$ cat src/rtl/debug_host.sv
// debug_host: initiator side of the UART debug protocol.
//   A request is '+' followed by a two-character command: HL, RE, PC, ST or MR.
//   MR also sends four address bytes, most significant byte first.
//   The reply is "OK" plus any data bytes, or "NO".
//   Bytes go out one at a time through a UART TX engine.
//   The reply is parsed from the bytes delivered by a UART RX engine.
//   The result comes back on a one-cycle rsp_valid strobe.
// Ports:
//   clk, reset          system clock; asynchronous active-low reset
//   req_valid/req_ready request handshake (ready only while idle)
//   req_op, req_addr    operation code (0..4 legal) and MR address
//   rsp_valid           one-cycle completion strobe
//   rsp_status          0=OK 1=NO 2=TIMEOUT 3=BAD
//   rsp_data            PC/MR: 32-bit word, ST: status byte, else 0
//   busy                high whenever a request is in flight
//   tx_start, tx_data   byte transmit request to the TX engine
//   tx_done             TX engine finished the current byte
//   rx_done, rx_data    byte received from the RX engine
module debug_host #(
  parameter logic [31:0] TIMEOUT_CYCLES = 32'd2_000_000
) (
  input  logic        clk,
  input  logic        reset,
  input  logic        req_valid,
  output logic        req_ready,
  input  logic [2:0]  req_op,
  input  logic [31:0] req_addr,
  output logic        rsp_valid,
  output logic [1:0]  rsp_status,
  output logic [31:0] rsp_data,
  output logic        busy,
  output logic        tx_start,
  output logic [7:0]  tx_data,
  input  logic        tx_done,
  input  logic        rx_done,
  input  logic [7:0]  rx_data
);

  typedef enum logic [1:0] {S_IDLE, S_SEND, S_RECV, S_DONE} state_t;

  localparam logic [2:0] OP_HL = 3'd0;
  localparam logic [2:0] OP_RE = 3'd1;
  localparam logic [2:0] OP_PC = 3'd2;
  localparam logic [2:0] OP_ST = 3'd3;
  localparam logic [2:0] OP_MR = 3'd4;

  localparam logic [1:0] ST_OK  = 2'd0;
  localparam logic [1:0] ST_NO  = 2'd1;
  localparam logic [1:0] ST_TMO = 2'd2;
  localparam logic [1:0] ST_BAD = 2'd3;

  state_t      state;
  logic [2:0]  op_q;
  logic [31:0] addr_q;
  logic [2:0]  tx_idx;
  logic [2:0]  rx_cnt;
  logic [7:0]  rx_b0, rx_b2, rx_b3, rx_b4;
  logic [31:0] to_cnt;

  logic        rx_en, rx_take, rx_fin;
  logic [1:0]  rx_fin_status;
  logic [31:0] rx_fin_data;

  // Index of the final byte of the request: '+',C1,C2 plus 4 address bytes for MR.
  function automatic logic [2:0] last_idx(input logic [2:0] op);
    return (op == OP_MR) ? 3'd6 : 3'd2;
  endfunction

  // Number of reply bytes that make up a complete OK reply.
  function automatic logic [2:0] exp_len(input logic [2:0] op);
    case (op)
      OP_HL, OP_RE: return 3'd2;
      OP_ST:        return 3'd3;
      default:      return 3'd6;
    endcase
  endfunction

  function automatic logic [7:0] tx_byte(input logic [2:0] op, input logic [31:0] addr,
                                         input logic [2:0] idx);
    logic [7:0] c1, c2;
    case (op)
      OP_HL:   begin c1 = 8'h48; c2 = 8'h4C; end // "HL"
      OP_RE:   begin c1 = 8'h52; c2 = 8'h45; end // "RE"
      OP_PC:   begin c1 = 8'h50; c2 = 8'h43; end // "PC"
      OP_ST:   begin c1 = 8'h53; c2 = 8'h54; end // "ST"
      default: begin c1 = 8'h4D; c2 = 8'h52; end // "MR"
    endcase
    case (idx)
      3'd0:    return 8'h2B;                     // '+'
      3'd1:    return c1;
      3'd2:    return c2;
      3'd3:    return addr[31:24];
      3'd4:    return addr[23:16];
      3'd5:    return addr[15:8];
      default: return addr[7:0];
    endcase
  endfunction

  // Reply parsing. Capture opens as soon as the last request byte is handed
  // to the TX engine, so a fast responder cannot race the final tx_done.
  always_comb begin
    rx_en         = (state == S_RECV) || ((state == S_SEND) && (tx_idx == last_idx(op_q)));
    rx_take       = rx_en && rx_done;
    rx_fin        = 1'b0;
    rx_fin_status = ST_OK;
    rx_fin_data   = 32'h0;
    if (rx_take) begin
      if ((rx_cnt == 3'd1) && ({rx_b0, rx_data} == 16'h4E4F)) begin        // "NO"
        rx_fin        = 1'b1;
        rx_fin_status = ST_NO;
      end else if ((rx_cnt == 3'd1) && ({rx_b0, rx_data} != 16'h4F4B)) begin // not "OK"
        rx_fin        = 1'b1;
        rx_fin_status = ST_BAD;
      end else if ((rx_cnt + 3'd1) == exp_len(op_q)) begin
        rx_fin        = 1'b1;
        rx_fin_status = ST_OK;
        case (op_q)
          OP_PC, OP_MR: rx_fin_data = {rx_b2, rx_b3, rx_b4, rx_data};
          OP_ST:        rx_fin_data = {24'h0, rx_data};
          default:      rx_fin_data = 32'h0;
        endcase
      end
    end
  end

  always_ff @(posedge clk or negedge reset) begin
    if (!reset) begin
      state      <= S_IDLE;
      req_ready  <= 1'b0;
      busy       <= 1'b0;
      rsp_valid  <= 1'b0;
      rsp_status <= 2'd0;
      rsp_data   <= 32'h0;
      tx_start   <= 1'b0;
      tx_data    <= 8'h0;
      op_q       <= 3'd0;
      addr_q     <= 32'h0;
      tx_idx     <= 3'd0;
      rx_cnt     <= 3'd0;
      rx_b0      <= 8'h0;
      rx_b2      <= 8'h0;
      rx_b3      <= 8'h0;
      rx_b4      <= 8'h0;
      to_cnt     <= 32'h0;
    end else begin
      tx_start  <= 1'b0;
      rsp_valid <= 1'b0;
      case (state)
        S_IDLE: begin
          req_ready <= 1'b1;
          if (req_valid && req_ready) begin
            op_q      <= req_op;
            addr_q    <= req_addr;
            rx_cnt    <= 3'd0;
            req_ready <= 1'b0;
            busy      <= 1'b1;
            if (req_op > OP_MR) begin
              state      <= S_DONE;
              rsp_valid  <= 1'b1;
              rsp_status <= ST_BAD;
              rsp_data   <= 32'h0;
            end else begin
              state    <= S_SEND;
              tx_idx   <= 3'd0;
              tx_start <= 1'b1;
              tx_data  <= 8'h2B;
            end
          end
        end
        S_SEND: begin
          if (tx_done) begin
            if (tx_idx == last_idx(op_q)) begin
              state  <= S_RECV;
              to_cnt <= 32'h0;
            end else begin
              tx_idx   <= tx_idx + 3'd1;
              tx_start <= 1'b1;
              tx_data  <= tx_byte(op_q, addr_q, tx_idx + 3'd1);
            end
          end
        end
        S_RECV: begin
          // A byte arriving on the expiry cycle still counts.
          if (rx_take) begin
            to_cnt <= 32'h0;
          end else if (to_cnt == TIMEOUT_CYCLES - 32'd1) begin
            state      <= S_DONE;
            rsp_valid  <= 1'b1;
            rsp_status <= ST_TMO;
            rsp_data   <= 32'h0;
          end else begin
            to_cnt <= to_cnt + 32'd1;
          end
        end
        S_DONE: begin
          state     <= S_IDLE;
          req_ready <= 1'b1;
          busy      <= 1'b0;
        end
        default: state <= S_IDLE;
      endcase

      if (rx_take) begin
        case (rx_cnt)
          3'd0:    rx_b0 <= rx_data;
          3'd2:    rx_b2 <= rx_data;
          3'd3:    rx_b3 <= rx_data;
          3'd4:    rx_b4 <= rx_data;
          default: ;
        endcase
        rx_cnt <= rx_cnt + 3'd1;
        if (rx_fin) begin
          state      <= S_DONE;
          rsp_valid  <= 1'b1;
          rsp_status <= rx_fin_status;
          rsp_data   <= rx_fin_data;
        end
      end
    end
  end

endmodule

$ cat config.mk
export PLATFORM = sky130hd
export DESIGN_NAME = debug_host
export DESIGN_NICKNAME = d
export VERILOG_FILES = /design/src/rtl/debug_host.sv
export SDC_FILE = /design/constraint.sdc
export NUM_CORES = 1
export LEC_CHECK = 0
export ABC_CLOCK_PERIOD_IN_PS = 5600
export CAP_MARGIN = 40
export CORE_MARGIN = 4
export CORE_UTILIZATION = 40
export CTS_BUF_LIST = sky130_fd_sc_hd__clkbuf_16
export DETAILED_ROUTE_END_ITERATION = 8
export PLACE_DENSITY = 0.69
export SETUP_SLACK_MARGIN = 0.4
export SYNTH_ARGS = -nofsm -noshare
export SYNTH_HDL_FRONTEND = slang
export SYNTH_SLANG_ARGS = --single-unit
$ cat constraint.sdc
create_clock -name clk -period 5.6 [get_ports clk]
set_clock_uncertainty 0.2 [all_clocks]
set_input_delay 0.84 -clock clk [delete_from_list [all_inputs] [get_ports clk]]
set_output_delay 0.84 -clock clk [all_outputs]
set_load 0.03 [all_outputs]
==> impl_metrics.csv <==
group,metric,value,unit
synthesis,async_reset_ff_frac,1.00,
floorplan,rows,48,
synthesis,postSynthCellCount,623,
floorplan,dieArea,0.0202,mm^2
floorplan,start_util,0.411,
synthesis,synth_nets,687,
outcome,status,"complete, no violations",
sta,tns,0,ps
synthesis,synth_area,0.00718,mm^2
power,p_leak,3.82,nW
setup_path,timing.rr.start,"op_q[2]",
finish,area_growth,25.0,%
setup_path,worst_setup_path_start_kind,"input pin",
detailed_routing,wl_per_cell,17.6,um
placed_design,hpwl,11800,um
power,p_switching,0.00142,W
power,comb_power_share,0.316,
setup_path,critPathMaxFanout,32,
setup_path,crit_end,"rsp_data[4]",
grt,grt_max_degree,60,
setup_path,worst_setup_path_end_kind,"flop",
finish,drive_gt1_frac,0.168,
sta,min_period,3420,ps
placed_design,pre_cts_ws,1750,ps
clock_tree,hold_buffers,0,
synthesis,yosysWarnings,0,
floorplan,ios,94,
synthesis,synth-compound-area-share,0.128,
clock_tree,post_cts_buffers,0,
grt,globalRouteMet2Util,0.278,
synthesis,yosysSeqAreaShare,0.533,
placed_design,portBuffers,93,
detailed_routing,wl,16800,um
power,sw_frac_of_total,0.340,
setup_path,worstSetupPathType,"in2reg",
synthesis,yosys.area_share.adder,0.0279,
flow_run,maxCapViolations,0,
detailed_routing,drc,0,
setup_path,worst_r2r_path_depth,7,
grt,antenna_found_initial,0,
finish,final_nets,781,
sta,rsz0062_at_grt,"no",
clock_tree,cts-root-buf,"clkbuf_16",
sta,finalCritPeriodShare,0.610,
clock_tree,tritoncts,"built",
setup_path,regToRegSetupSlack,2320,ps
setup_path,r2r-end,"rsp_data[4]",
floorplan,core,0.0175,mm^2
power,p_seq_frac,0.398,
setup_path,cp_data_required_time,5760,ps
detailed_routing,viasPerCell,5.56,
clock_tree,cts_resized,0,
finish,n_antenna_cell,0,
floorplan,die_w,142,um
detailed_routing,ant_nets,0,
clock_tree,numCtsBuffers,17,
sta,maxSlewViolCount,0,
synthesis,synth_top_family_by_area,"simple AND/OR/NAND/NOR gates",
grt,busiest_layer,"met2",
detailed_routing,num_vias,5309,
synthesis,synthXorXnorAreaFrac,0.0366,
power,vdd_drop_max,0.000260,V
synthesis,muxShareOfSynthArea,0.105,
detailed_routing,drtIter0Drc,341,
min_path,worstHoldPathType,"in2async",
sta,relSlewSlack,0.452,
synthesis,synth_edf_count,0,
grt,grt_pass1_wl,27800,um
setup_path,critical_path_arrival,3580,ps
sta,finalWorstSetupSlack,2180,ps
placed_design,place_congestion,0.869,
synthesis,yosys_most_used_dff,"dfrtp_1",
clock_tree,htreeDepth,4,
clock_tree,clockBufferDepth,2,
finish,fillers,1503,
power,clkPwrFrac,0.286,
grt,grtUsageMet3,0.0360,
sta,clock.fmax,293,MHz
grt,grt_pass1_vias,5430,
power,internal_power,0.00275,W
grt,grtUsageMet1,0.231,
clock_tree,clk_pin_slew,60,ps
grt,grt.total_usage,0.171,
clock_tree,insertion_delay,430,ps
synthesis,avgSynthCellArea,11.5,um^2
clock_tree,clock_sinks,153,
sta,hold_viol,0,
grt,grt_overflow,0,
synthesis,ys_ff_latch,153,
detailed_routing,firstDrtPassIters,5,
setup_path,crit_start,"rx_data[4]",
synthesis,synth-simple-area-share,0.142,
sta,setup-violations-final,0,
synthesis,synthDistinctLibCells,61,
floorplan,die_height,142,um
power,p_per_area,464,mW/mm^2
sta,tightest_slew,821,ps
## per-layer routing
layer,wire (um),up-vias
li1,-,2475
met1,7820,2661
met2,7970,145
met3,723,28
met4,293,0
met5,0,-
## worst min path at each step
stage              start           end  slack, ps  cells past startpoint
2_1_floorplan  to_cnt[1]     to_cnt[1]        270                      2
3_3_place_gp    rx_b2[2]  rsp_data[26]        280                      1
3_5_place_dp    rx_b2[0]  rsp_data[24]        280                      1
4_1_cts            reset  rsp_data[25]        120                      1
5_1_grt            reset    to_cnt[31]        150                      1
6_report           reset    to_cnt[26]        120                      1
## stage by stage
step                cells  instance area, um^2  utilization  hold WS, ps  total power (W)
floorplan             623                 7180            -          266          0.00255
global placement      918                 8300        0.475          276          0.00291
detailed placement    923                 8370        0.479          285          0.00299
CTS                   955                 8980        0.514          122          0.00419
global route          955                 8980        0.514          147          0.00440
finish                955                 8980        0.514          124          0.00417
## sequential cells by signal, indices dropped and copies added (netlist names)
signal      count
addr_q         32
rsp_data       32
to_cnt         32
rx_b0           8
rx_b2           8
rx_b3           8
rx_b4           8
tx_data         8
op_q            3
rx_cnt          3
tx_idx          3
rsp_status      2
state           2
busy            1
req_ready       1
rsp_valid       1
tx_start        1
## cell usage in the layout (no fill, tap or decap), types with 3 or more instances in the layout
cell type	instances
dfrtp_1	153
clkdlybuf4s50_1	92
mux2_2	67
nor2_1	45
nand2_1	37
a22o_1	37
xnor2_1	28
o21ai_0	27
a21oi_1	18
clkbuf_16	17
nor4_1	16
ha_1	16
inv_1	14
nand3_1	14
nor3_1	13
nand2b_1	9
nand4_1	7
a31oi_1	7
buf_4	6
nor2b_1	5
and3_1	5
nor4b_1	5
or3_1	5
a21o_1	5
a221oi_1	5
inv_6	5
nor3b_1	4
o22ai_1	4
and2_1	3
or4b_1	3
or4_1	3
o21a_1	3
bufinv_16	3
## cell usage after synthesis (3+ instances only)
library cell / n / area (um^2)
dfrtp_1: 153 / 3830
mux2_2: 67 / 754
nor2_1: 46 / 173
a22o_1: 37 / 324
nand2_1: 37 / 139
xnor2_1: 28 / 245
o21ai_0: 27 / 135
a21oi_1: 18 / 90.1
ha_1: 16 / 200
nor4_1: 16 / 100
nand3_1: 15 / 75.1
inv_1: 14 / 52.6
clkbuf_1: 13 / 48.8
nor3_1: 13 / 65.1
nand2b_1: 9 / 56.3
a31oi_1: 7 / 43.8
nand4_1: 7 / 43.8
buf_1: 6 / 22.5
a21o_1: 5 / 37.5
a221oi_1: 5 / 43.8
and3_1: 5 / 31.3
nor2b_1: 5 / 31.3
nor4b_1: 5 / 43.8
or3_1: 5 / 31.3
nor3b_1: 4 / 30.0
o22ai_1: 4 / 25.0
and2_1: 3 / 18.8
buf_2: 3 / 15.0
buf_4: 3 / 22.5
buf_6: 3 / 33.8
o21a_1: 3 / 22.5
or4_1: 3 / 22.5
or4b_1: 3 / 30.0
## power groups by stage
stage	Sequential, W	Clock (W)	Combinational [W]
2_1_floorplan	0.00168	0	0.000869
3_3_place_gp	0.00165	0	0.00125
3_5_place_dp	0.00167	0	0.00131
4_1_cts	0.00166	0.00121	0.00132
5_1_grt	0.00170	0.00126	0.00145
6_report	0.00166	0.00119	0.00132
## worst max-delay path, cell delays in order
cell and delay, ps:
clkdlybuf4s50_1 520, or4b_1 560, or4_4 560, o21ai_2 180
a21oi_2 120, a211oi_4 230, buf_4 350, a22o_1 200
## cell families (layout without fill, tap and decap cells)
kind of cell    Yosys count  in the layout
xor+xnor                 30             30
fa+ha+maj                16             16
mux                      67             67
compound gates          126            126
buf+inv                  42            149
simple gates            189            189
flops                   153            153
## cell type report
type | count | area [um^2] | area share
inverters | 14 | 52.6 | 0.00585
repair buffers | 103 | 1040 | 0.115
flip-flops and latches | 153 | 3830 | 0.426
clock buffers | 17 | 425 | 0.0474
multi-input cells | 428 | 3170 | 0.353
clock inverters | 15 | 186 | 0.0208
well taps | 225 | 282 | 0.0314
(Power assumes the default switching activity.)
